**config.mk**
```make
export PLATFORM = sky130hd
export DESIGN_NAME = instr_fetch_unit
export DESIGN_NICKNAME = d
export VERILOG_FILES = /design/src/rtl/rv32_pkg.sv /design/src/rtl/sync_fifo.sv /design/src/rtl/instr_fetch_unit.sv
export SDC_FILE = /design/constraint.sdc
export NUM_CORES = 1
export LEC_CHECK = 0
export CORE_UTILIZATION = 42
export DETAILED_ROUTE_END_ITERATION = 16
export SLEW_MARGIN = 15
export SYNTH_ARGS = -nofsm -noshare
export SYNTH_HDL_FRONTEND = slang
export SYNTH_HIERARCHICAL = 1
export SYNTH_SLANG_ARGS = --single-unit
```
**constraint.sdc**
```tcl
create_clock -name clk -period 10.4 [get_ports clk]
set_clock_uncertainty 0.15 [all_clocks]
set_input_delay 1.04 -clock clk [delete_from_list [all_inputs] [get_ports clk]]
set_output_delay 1.04 -clock clk [all_outputs]
set_load 0.05 [all_outputs]
```
**src/rtl/rv32_pkg.sv**
```systemverilog
// Shared RV32 definitions for the fetch front end.
package rv32_pkg;

  localparam int unsigned XLEN = 32;
  localparam int unsigned ILEN = 32;
  localparam logic [ILEN-1:0] NOP_INSTR = 32'h0000_0013;

  // RUN issues requests; DRAIN waits for stale responses after a redirect.
  typedef enum logic [0:0] {
    FS_RUN   = 1'b0,
    FS_DRAIN = 1'b1
  } fetch_state_e;

  // One prefetch buffer entry handed to decode.
  typedef struct packed {
    logic [XLEN-1:0] pc;
    logic [ILEN-1:0] instr;
  } fetch_entry_t;

  // Instruction addresses are always word aligned.
  function automatic logic [XLEN-1:0] align_pc(input logic [XLEN-1:0] pc);
    return {pc[XLEN-1:2], 2'b00};
  endfunction

endpackage

```
**src/rtl/sync_fifo.sv**
```systemverilog
// Single-clock FIFO with flush; read data is combinational from the head and reads 0 when empty.
module sync_fifo #(
  parameter int unsigned WIDTH = 32,
  parameter int unsigned DEPTH = 4
) (
  input  logic                   clk,
  input  logic                   rst,
  input  logic                   push,
  input  logic                   pop,
  input  logic                   flush,
  input  logic [WIDTH-1:0]       wdata,
  output logic [WIDTH-1:0]       rdata,
  output logic [$clog2(DEPTH):0] count,
  output logic                   full,
  output logic                   empty
);

  localparam int unsigned AW = (DEPTH > 1) ? $clog2(DEPTH) : 1;
  localparam int unsigned CW = $clog2(DEPTH) + 1;

  logic [WIDTH-1:0] mem [DEPTH];
  logic [AW-1:0]    wr_ptr;
  logic [AW-1:0]    rd_ptr;
  logic             wr_en;
  logic             rd_en;

  function automatic logic [AW-1:0] ptr_inc(input logic [AW-1:0] p);
    return (p == AW'(DEPTH - 1)) ? '0 : p + AW'(1);
  endfunction

  assign empty = (count == '0);
  assign full  = (count == CW'(DEPTH));
  assign rd_en = pop && !empty;
  assign wr_en = push && (!full || rd_en);
  assign rdata = empty ? '0 : mem[rd_ptr];

  // Pointer and occupancy bookkeeping; flush empties the queue in one cycle.
  always_ff @(posedge clk) begin
    if (!rst) begin
      wr_ptr <= '0;
      rd_ptr <= '0;
      count  <= '0;
    end else if (flush) begin
      wr_ptr <= '0;
      rd_ptr <= '0;
      count  <= '0;
    end else begin
      if (wr_en) wr_ptr <= ptr_inc(wr_ptr);
      if (rd_en) rd_ptr <= ptr_inc(rd_ptr);
      case ({wr_en, rd_en})
        2'b10:   count <= count + CW'(1);
        2'b01:   count <= count - CW'(1);
        default: count <= count;
      endcase
    end
  end

  // Storage array; contents are don't-care while count says empty.
  always_ff @(posedge clk) begin
    if (wr_en && !flush) mem[wr_ptr] <= wdata;
  end

endmodule

```
**src/rtl/instr_fetch_unit.sv**
```systemverilog
// Instruction fetch stage: sequential PC generation, credit-limited imem requests,
// prefetch buffering toward decode and redirect handling with stale-response drain.
module instr_fetch_unit
  import rv32_pkg::*;
#(
  parameter logic [31:0] RESET_PC   = 32'h0000_0000,
  parameter int unsigned FIFO_DEPTH = 4,
  parameter int unsigned MAX_OUTST  = 2
) (
  input  logic        clk,
  input  logic        rst,
  output logic        imem_req_valid,
  input  logic        imem_req_ready,
  output logic [31:0] imem_addr,
  input  logic        imem_rsp_valid,
  input  logic [31:0] imem_rsp_data,
  input  logic        redirect_valid,
  input  logic [31:0] redirect_pc,
  output logic        if_valid,
  input  logic        if_ready,
  output logic [31:0] if_pc,
  output logic [31:0] if_instr
);

  localparam int unsigned CW = $clog2(FIFO_DEPTH) + 1;
  localparam int unsigned OW = $clog2(MAX_OUTST) + 1;

  fetch_state_e    state;
  logic [XLEN-1:0] fetch_pc;
  logic [OW-1:0]   outst;
  logic [OW-1:0]   drop;
  logic [OW-1:0]   outst_left;
  logic [31:0]     credit_used;

  logic            req_fire;
  logic            rsp_keep;
  logic            pf_pop;
  fetch_entry_t    pf_in;
  fetch_entry_t    pf_out;
  logic [CW-1:0]   pf_cnt;
  logic            pf_full;
  logic            pf_empty;

  logic [XLEN-1:0] tag_pc;
  logic [OW-1:0]   tag_cnt;
  logic            tag_full;
  logic            tag_empty;
  logic            unused_status;

  // Occupancy flags not needed by the control path.
  assign unused_status = &{1'b0, pf_full, tag_cnt, tag_full, tag_empty};

  // In-flight count once this cycle's response (if any) is retired.
  assign outst_left  = outst - OW'(imem_rsp_valid);
  // Every request in flight owns a prefetch slot, so a response can never overflow.
  assign credit_used = 32'(pf_cnt) + 32'(outst);

  // Gated by rst so no request escapes while reset is held.
  assign imem_req_valid = rst && (state == FS_RUN) && !redirect_valid &&
                          (outst < OW'(MAX_OUTST)) && (credit_used < FIFO_DEPTH);
  assign imem_addr      = fetch_pc;
  assign req_fire       = imem_req_valid && imem_req_ready;

  // Responses landing while a drop is pending, or in a redirect cycle, belong to the old stream.
  assign rsp_keep = imem_rsp_valid && !redirect_valid && (drop == '0);

  assign pf_in    = '{pc: tag_pc, instr: imem_rsp_data};
  assign if_valid = !pf_empty;
  assign if_pc    = pf_out.pc;
  assign if_instr = pf_out.instr;
  assign pf_pop   = if_valid && if_ready;

  sync_fifo #(
    .WIDTH ($bits(fetch_entry_t)),
    .DEPTH (FIFO_DEPTH)
  ) u_prefetch (
    .clk   (clk),
    .rst   (rst),
    .push  (rsp_keep),
    .pop   (pf_pop),
    .flush (redirect_valid),
    .wdata (pf_in),
    .rdata (pf_out),
    .count (pf_cnt),
    .full  (pf_full),
    .empty (pf_empty)
  );

  // PC tags for live requests; flushed on redirect since dropped responses never consume a tag.
  sync_fifo #(
    .WIDTH (XLEN),
    .DEPTH (MAX_OUTST)
  ) u_pc_tags (
    .clk   (clk),
    .rst   (rst),
    .push  (req_fire),
    .pop   (rsp_keep),
    .flush (redirect_valid),
    .wdata (fetch_pc),
    .rdata (tag_pc),
    .count (tag_cnt),
    .full  (tag_full),
    .empty (tag_empty)
  );

  // Fetch PC, in-flight/drop accounting and RUN/DRAIN control.
  always_ff @(posedge clk) begin
    if (!rst) begin
      state    <= FS_RUN;
      fetch_pc <= RESET_PC;
      outst    <= '0;
      drop     <= '0;
    end else if (redirect_valid) begin
      // Everything still in flight is stale; in DRAIN drop already equals outst,
      // so this same assignment only reloads the PC there.
      fetch_pc <= align_pc(redirect_pc);
      outst    <= outst_left;
      drop     <= outst_left;
      state    <= (outst_left != '0) ? FS_DRAIN : FS_RUN;
    end else begin
      if (req_fire) fetch_pc <= fetch_pc + 32'd4;
      outst <= outst_left + OW'(req_fire);
      if (imem_rsp_valid && (drop != '0)) begin
        drop <= drop - OW'(1);
        if (drop == OW'(1)) state <= FS_RUN;
      end
    end
  end

endmodule

```
==> summary.md <==
| Metric | Value |
|---|---|
| DRT iter0 DRCs | about 420 |
| IO Count | approximately 170 |
| Max cap viols | 0 |
| CP Capture Type | output port |
| Final wirelength | 30.9 mm |
| CP peak stage delay | a little under 0.8 ns |
| Fmax | between 200 and 250 MHz |
| Row count | 69 |
| CTS Buf Count | 40 |
| Fin crit share | between 40% and 50% |
| CTS root buf | clkbuf_16 |
| Post-Syn Area per Cell | around 17 um^2 |
| Core Footprint | between 0.03 and 0.04 mm^2 |
| Worst-margin pin slew | between 1 and 1.5 ns |
| DR vias | 8339 |
| Hold depth | 2 |
| First-pass GRT wire length | 47.8 mm |
| Antenna violations before repair | 0 |
| Worst Setup Slack post-DPL | about 5.3 ns |
| Die height | 192 um |
| Diodes inserted | 0 |
| Global Route Usage Sum | between 10% and 20% |
| RePlAce Congestion | between 0.7 and 0.8 |
| Drc violations | 0 |
| Hold Crit Class | flop to flop |
| CP max stage cell | buf_4 |
| Cts repair resizes | 0 |
| Flop pwr share | 52.8% |
| Logic pwr share | under 10% |
| VDD IR max | approximately 0.000098 V |
| GRT Residual Overflow | 0 |
| H-Tree Depth | 2 |
| CTS tree | yes |
| DR WL/cell | just under 20 um |
| Required @ worst endpoint | slightly above 9 ns |
| Worst-path clk slew | approximately 0.060 ns |
| DP HPWL | between 15 and 20 mm |
| Die width | 192 um |
| Internal power | about 2.5 mW |
| Vias in the first global route | 8405 |
| Switching Share | approximately 21% |
| Synth Cell Area | between 0.015 and 0.02 mm^2 |
| DR vias/cell | ~5.3 |
| Rel. slew slack | 25.1% |
| FF-to-FF path depth | 7 |
| Initial Utilization | a little over two fifths |
| Levels on crit path | 4 |
| CP Cell Sequence | buf_4 > mux4_2 > nor2b_1 > clkdlybuf4s50_1 |
| Pre-antenna DRT Iters | 5 |
| RSZ-0062 raised after global routing | false |
| Net Switching | between 0.6 and 0.7 mW |
| Remaining antenna violation count | 0 |
| Largest delay share family, worst path | buffers and inverters |
| Pwr dens | 170 mW/mm^2 |
| Worst Path Buf+Inv | 2 |
| YS warnings | 6 |
| Clock power share | a little over two fifths |
| Status | finished clean |
| Nets | about 1200 |
| Setup_tns | 0 ns |
| Full die area | 0.0367 mm^2 |
| CTS sink cnt | between 300 and 400 |
| Crit path time final | between 4 and 5 ns |
| CP Max Fanout | 40 |
| # hold bufs at CTS | 0 |
| Static Leakage | about 6 nW |
| Port Buf Inserts | ~160 |
| # setup viols final | 0 |
| Synth Instances | ~900 |
| Crit path kind | flop to output port |
| Hold Violations, Final | 0 |
| Share of layout cells above drive strength 1 | approximately 14% |
| Pins Over Slew Limit | 0 |
| Area delta synth->final | 21.3% |
| Largest net degree at the start of global routing | between 60 and 70 |
| Post-CTS setup buffers | 0 |
| CTS max path bufs | 3 |
| Clk Latency, worst-skew pair | 0.52 ns |
| CP arrival | 3.56 ns |
| Worst setup SP type | flop |
| Final Worst Setup Slack | between 5 and 6 ns |
-- registers in the layout, summed over array words and instances, names as in the netlist, named ones only --
signal,count
u_prefetch/mem,256
u_pc_tags/rd_ptr,1
outst,2
drop,2
u_pc_tags/count,2
imem_addr,30
u_pc_tags/wr_ptr,1
u_prefetch/count,3
u_prefetch/wr_ptr,2
u_pc_tags/mem,64
state,1
u_prefetch/rd_ptr,2
-- cell usage in the layout, fill, tap and decap left out, drive strengths merged, types with 4 or more instances in the layout --
cell type / n
o21a: 6
a31oi: 4
edfxtp: 320
mux4: 64
o311ai: 5
mux2i: 38
nor2: 57
conb: 6
a21oi: 32
clkinvlp: 4
nor3: 12
and2: 14
nor4: 6
o211ai: 6
dfxtp: 49
ha: 11
or3: 5
nand4: 11
nor2b: 67
o21ai: 16
xor2: 6
clkinv: 14
nand3: 24
a211oi: 4
clkdlybuf4s50: 163
nand2b: 5
nand2: 22
clkbuf: 50
buf: 8
inv: 20
and3: 7
-- power by group through the flow --
| stage | sequential [mW] | combinational [mW] | clock (mW) |
|---|---|---|---|
| floorplan | 1.69 | 0.0602 | 0 |
| global placement | 1.67 | 0.146 | 0 |
| detailed placement | 1.67 | 0.146 | 0 |
| CTS | 1.64 | 0.147 | 1.36 |
| global route | 1.64 | 0.158 | 1.42 |
| finish | 1.64 | 0.146 | 1.33 |
-- per-stage QoR --
step / instance area [um^2] / power, mW / instances / hold slack, ns / util [%]
finish: 18300 / 3.11 / 1560 / 0.337 / 51.6
global route: 18300 / 3.22 / 1560 / 0.403 / 51.6
CTS: 18300 / 3.15 / 1560 / 0.340 / 51.6
detailed placement: 17100 / 1.82 / 1491 / 0.332 / 48.1
global placement: 17100 / 1.82 / 1491 / 0.327 / 48.1
floorplan: 15100 / 1.75 / 907 / 0.313 / -
-- tightest hold or removal path, stage by stage, from the launching register on --
cell     delay, ns
dfxtp_1       0.32
nand2_1       0.06
a21oi_1       0.07
-- metal layers --
metal  wire (um)  track usage (%)  vias to the layer above
li1            -                -                     3844
met3        1590             3.23                       40
met4         538             4.33                        0
met5           0                0                        -
met1       14200             23.7                     4229
met2       14600             27.6                      226
-- area by class of cell --
cell class / count / area (um^2)
clock buffer: 50 / 1080
clock inverter: 19 / 154
fill: 2935 / 17200
inverter: 21 / 78.8
multi-input combinational: 469 / 4140
sequential: 369 / 10600
tap: 461 / 577
timing repair buffer: 171 / 1690
-- path summary, 6_finish.rpt --
check                                   endpoint  slack [ns]                              start
setup reg to reg  u_pc_tags/mem[1][29]$_DFFE_PP_        6.48   u_prefetch/count[1]$_SDFFE_PP0P_
setup / recovery                       if_pc[13]        5.65                               flop
hold / removal                              flop        0.34  u_prefetch/rd_ptr[0]$_SDFFE_PP0N_
hold reg to reg                             flop        0.34  u_prefetch/rd_ptr[0]$_SDFFE_PP0N_
Power figures use the tool's default switching activity.
